<file path="config.mk">
export PLATFORM = sky130hd
export DESIGN_NAME = fifo_reader
export DESIGN_NICKNAME = d
export VERILOG_FILES = /design/src/rtl/fifo_reader.sv
export SDC_FILE = /design/constraint.sdc
export NUM_CORES = 1
export LEC_CHECK = 0
export CORE_AREA = 2 2 73 75
export DETAILED_ROUTE_END_ITERATION = 10
export DIE_AREA = 0 0 75 77
export PLACE_DENSITY = 0.84
export SLEW_MARGIN = 20
export SYNTH_ARGS = -nofsm -noshare
export SYNTH_HDL_FRONTEND = slang
export SYNTH_SLANG_ARGS = --single-unit
</file>
<file path="constraint.sdc">
create_clock -name clk -period 5.03 [get_ports clk]
set_input_delay 0.7545 -clock clk [delete_from_list [all_inputs] [get_ports clk]]
set_output_delay 0.7545 -clock clk [all_outputs]
set_load 0.03 [all_outputs]
</file>
<file path="src/rtl/fifo_reader.sv">
// fifo_reader: pops words from a first-word-fall-through FIFO into a 2-entry
// skid buffer and presents them on a valid/ready stream; supports flush.
//   clk, rst          clock, synchronous active-high reset
//   Dout, pndng, pop  FIFO read port (head word, non-empty, pop strobe)
//   enable            permits normal pops
//   flush, flush_done flush request / one-cycle completion pulse
//   out_data, out_valid, out_ready  downstream stream
//   word_count, drop_count  statistics, built only with FIFO_READER_STATS_EN
module fifo_reader #(
   parameter int width = 16,
   parameter int cnt_w = 32
) (
   input  logic             clk,
   input  logic             rst,
   input  logic [width-1:0] Dout,
   input  logic             pndng,
   output logic             pop,
   input  logic             enable,
   input  logic             flush,
   output logic             flush_done,
   output logic [width-1:0] out_data,
   output logic             out_valid,
   input  logic             out_ready,
   output logic [cnt_w-1:0] word_count,
   output logic [cnt_w-1:0] drop_count
);
   typedef enum logic {RUN, FLUSH} state_e;
   state_e state_q, state_d;
   logic [1:0] occ_q, occ_d, wpos;
   logic [width-1:0] buf0_q, buf0_d, buf1_q, buf1_d;
   logic done_q, done_d, rd, wr;
   always_ff @(posedge clk) begin
      if (rst) begin
         state_q <= RUN;
         occ_q   <= '0;
         buf0_q  <= '0;
         buf1_q  <= '0;
         done_q  <= 1'b0;
      end else begin
         state_q <= state_d;
         occ_q   <= occ_d;
         buf0_q  <= buf0_d;
         buf1_q  <= buf1_d;
         done_q  <= done_d;
      end
   end
   always_comb begin
      state_d = state_q == RUN ? (flush ? FLUSH : RUN) : (pndng ? FLUSH : RUN);
      done_d  = state_q == FLUSH && !pndng;
   end
   always_comb begin
      out_valid  = state_q == RUN && occ_q != 2'd0;
      pop        = !rst && (state_q == RUN ? pndng && enable && occ_q != 2'd2 : pndng);
      out_data   = buf0_q;
      flush_done = done_q;
   end
   // The tail slot is computed after the head is removed, so a simultaneous
   // read and write keeps FIFO order and the head stays put under backpressure.
   always_comb begin
      rd     = out_valid && out_ready;
      wr     = pop && state_q == RUN;
      wpos   = occ_q - {1'b0, rd};
      occ_d  = state_q == RUN && !flush ? occ_q + {1'b0, wr} - {1'b0, rd} : 2'd0;
      buf0_d = wr && wpos == 2'd0 ? Dout : (rd ? buf1_q : buf0_q);
      buf1_d = wr && wpos == 2'd1 ? Dout : buf1_q;
   end
`ifdef FIFO_READER_STATS_EN
   logic [cnt_w-1:0] wc_q, dc_q;
   always_ff @(posedge clk) begin
      if (rst) begin
         wc_q <= '0;
         dc_q <= '0;
      end else begin
         if (rd) wc_q <= wc_q + 1'b1;
         if (pop && state_q == FLUSH) dc_q <= dc_q + 1'b1;
      end
   end
   assign word_count = wc_q;
   assign drop_count = dc_q;
`else
   assign word_count = '0;
   assign drop_count = '0;
`endif
endmodule

</file>
==> results.md <==
- Count of state elements after synthesis: 36
- Cell mode on critical path: inv_1
- Sw power: 0.210 mW
- Seq/Total Area, Yosys: 34.3%
- Status: finished, final reports clean
- IO buf count: 40
- Die X: 75 um
- I/O pins: 105
- Final min period: 3440 ps
- Yosys top cell by area: dfxtp_1
- Most common cell in the synthesized netlist: buf_4
- CP startpoint kind: primary input
- Crit path buf inv count: 3
- PD cells: 279 nW/um^2
- Area added between synthesis and finish: 12.8%
- Fin nets: 308
- Max Clk Rate: 291 MHz
- Cells after Synth: 253
- Hold Fails Final Rpt: 0
- RSZ-0062 raised after global routing: false
- CTS clk-pin slew, worst paths: 70 ps
- Overall Global Routing Usage: 15.3%
- Die area: 5780 sq um
- Clk_skew: 2.49 ps
- Hold Crit Start: buf1_q[7]
- Placed cell area: 2270 sq um
- Mean Syn Cell Area: 8.29 sq um
- Pre-CTS setup slack: 1340 ps
- Sequential Power Share: 45.0%
- Final wirelength: 4350 um
- # Post-CTS Setup Buffers: 0
- Arrival time worst endpoint: 3600 ps
- Synth area leaders: dfxtp_1, buf_4, nand3_1
- # setup viols final: 0
- Seq. cell area: 721 sq um
- Number of cell rows: 26
- Total design power: 0.661 mW
- Area of the multi-input gates: 1030 sq um
- Clock power frac: 33.2%
- Fill count: 493
- CP max FO: 32
- Largest family of logic cells by synthesized area: buffers and inverters
- Placer Congestion: 0.763
- Non-Filler Instances: 353
- Post-synthesis mux area share: 1.91%
- Post-synthesis compound-gate area fraction: 15.1%
- Post-DR vias/cell: 4.78
- Core Footprint: 4980 sq um
- Leak Pwr: 0.925 nW
- Fin util: 47.5%
- Global-route wire length before repair: 6930 um
- Clock Tree Buf Depth: 2
- H-tree levels: 2
- Asr flop ratio synth: 0%
- Final worst slack: 1590 ps
- Worst VDD drop: 0.0000946 V
- Synth cell count leaders: buf_4, dfxtp_1, nand3_1, a21oi_1
- CTS sink count: 36
- Drt drc: 0
- Initial core utilization: 42.2%
- Grt total ovfl: 0
- Hold_ws: 482 ps
- # resized after CTS: 0
- Sum Neg Setup Slack: 0 ps
- Design area: 2370 sq um
- # hold bufs at CTS: 0
- Remaining antenna violation count after routing: 0
- Ant diodes: 0
- Worst R2R Start: state_q
- Power Internal: 0.451 mW
- CP delay by family, top: buffers and inverters
- Drt pass-1 iters: 4
- Num CTS Buffers: 5
- Cells along the critical path: clkdlybuf4s50_1 > nand2_4 > inv_1 > ha_1 > inv_1 > nor3_1 > a311oi_2
- Post-synthesis cell area: 2100 sq um
- Synth top area share: 34.3%
- Post-Synth Adder-Cell Area: 1.79%
- DP HPWL: 3020 um
- Crit path from: out_ready
- CP peak stage delay: 710 ps
- CP Capture Type: register
- Post-placement cell count: 346
- HP Class: register to register
- Final worst-path cycle share: 68.3%
- Kind of critical path: primary input to register
- Fin. max-slew vios: 0
- Vias in the first global route: 1548
- Share of cells above drive strength 1: 4.95%
- Antenna violations before repair: 0
- Slew @ Worst Pin: 919 ps
- Yosys warns: 0
- Skew-Pair Late Insertion Delay: 290 ps
- Xor and xnor area share after synthesis: 1.25%
- Logic pwr share: 21.8%
- Slew headroom: 38.7%
- Post-synth top flop: dfxtp_1
- Via count of the routed design: 1689
- Largest net degree at the start of global routing: 39
- Iteration-0 DRC Markers: 129
- CTS tree: built
- Max_cap viols: 0
- EDFF count, synth: 0
- Slowest CP cell: clkdlybuf4s50_1
- Netlist cell types: 30
- Synth Area in Simple Gates: 17.6%
- Worst Path Required: 5190 ps
- Die height: 77 um
- Post-DR wirelength/cell: 12.3 um
- Switch share: 31.8%
- Clock tree root driver cell: clkbuf_8
## worst paths after layout
kind,slack (ps),depth (start not counted),end
max,1590,7,out_data[5]
min,480,2,buf1_q[7]
max reg2reg,2090,7,out_data[5]
min reg2reg,480,2,buf1_q[7]
## tightest hold or removal path: cells and delay by family (launching register included)
family             cells  cell delay, ps
AOI/OAI and AO/OA      2             120
DFF                    1             310
## layer usage
metal	share of wire (%)	track usage, %	up-vias
li1	-	-	815
met2	50	25.4	84
met5	0	0	-
met4	1.6	6.43	0
met1	40	18.2	783
met3	8.1	4.07	7
## cells in the final DEF, fill, tap and decap left out, drive strengths merged, types with 4 or more instances in the layout
cell type,instances
a21oi,17
a311oi,13
clkbuf,7
clkdlybuf4s50,40
conb,64
dfxtp,36
inv,4
mux2i,4
nand2,15
nand3,30
nor3,16
o21ai,16
## cells by family after synthesis
group | after synthesis
XOR/XNOR | 3
adder cells (fa/ha/maj) | 3
multiplexers | 4
other | 1
AND/OR/NAND/NOR | 70
buffers and inverters | 86
AO/OA/AOI/OAI | 50
flip-flops | 36
## power groups by stage
stage          Clock [mW]  Combinational [mW]  Sequential, mW
6_report            0.219               0.144           0.298
3_5_place_dp            0               0.143           0.304
3_3_place_gp            0               0.141           0.304
2_1_floorplan           0               0.130           0.316
5_1_grt             0.232               0.153           0.298
4_1_cts             0.222               0.144           0.298
## layout make-up
cell class | instances | area share, %
multi-input combinational | 194 | 43.6
sequential | 36 | 30.5
timing repair buffer | 42 | 17.6
clock buffer | 7 | 4.07
tap | 70 | 3.70
inverter | 4 | 0.635
## registers in the layout, indices dropped and copies added (netlist names)
signal,flops
buf1_q,16
flush_done,1
occ_q,2
out_data,16
state_q,1
No activity file was read; power rests on OpenSTA's default activity.
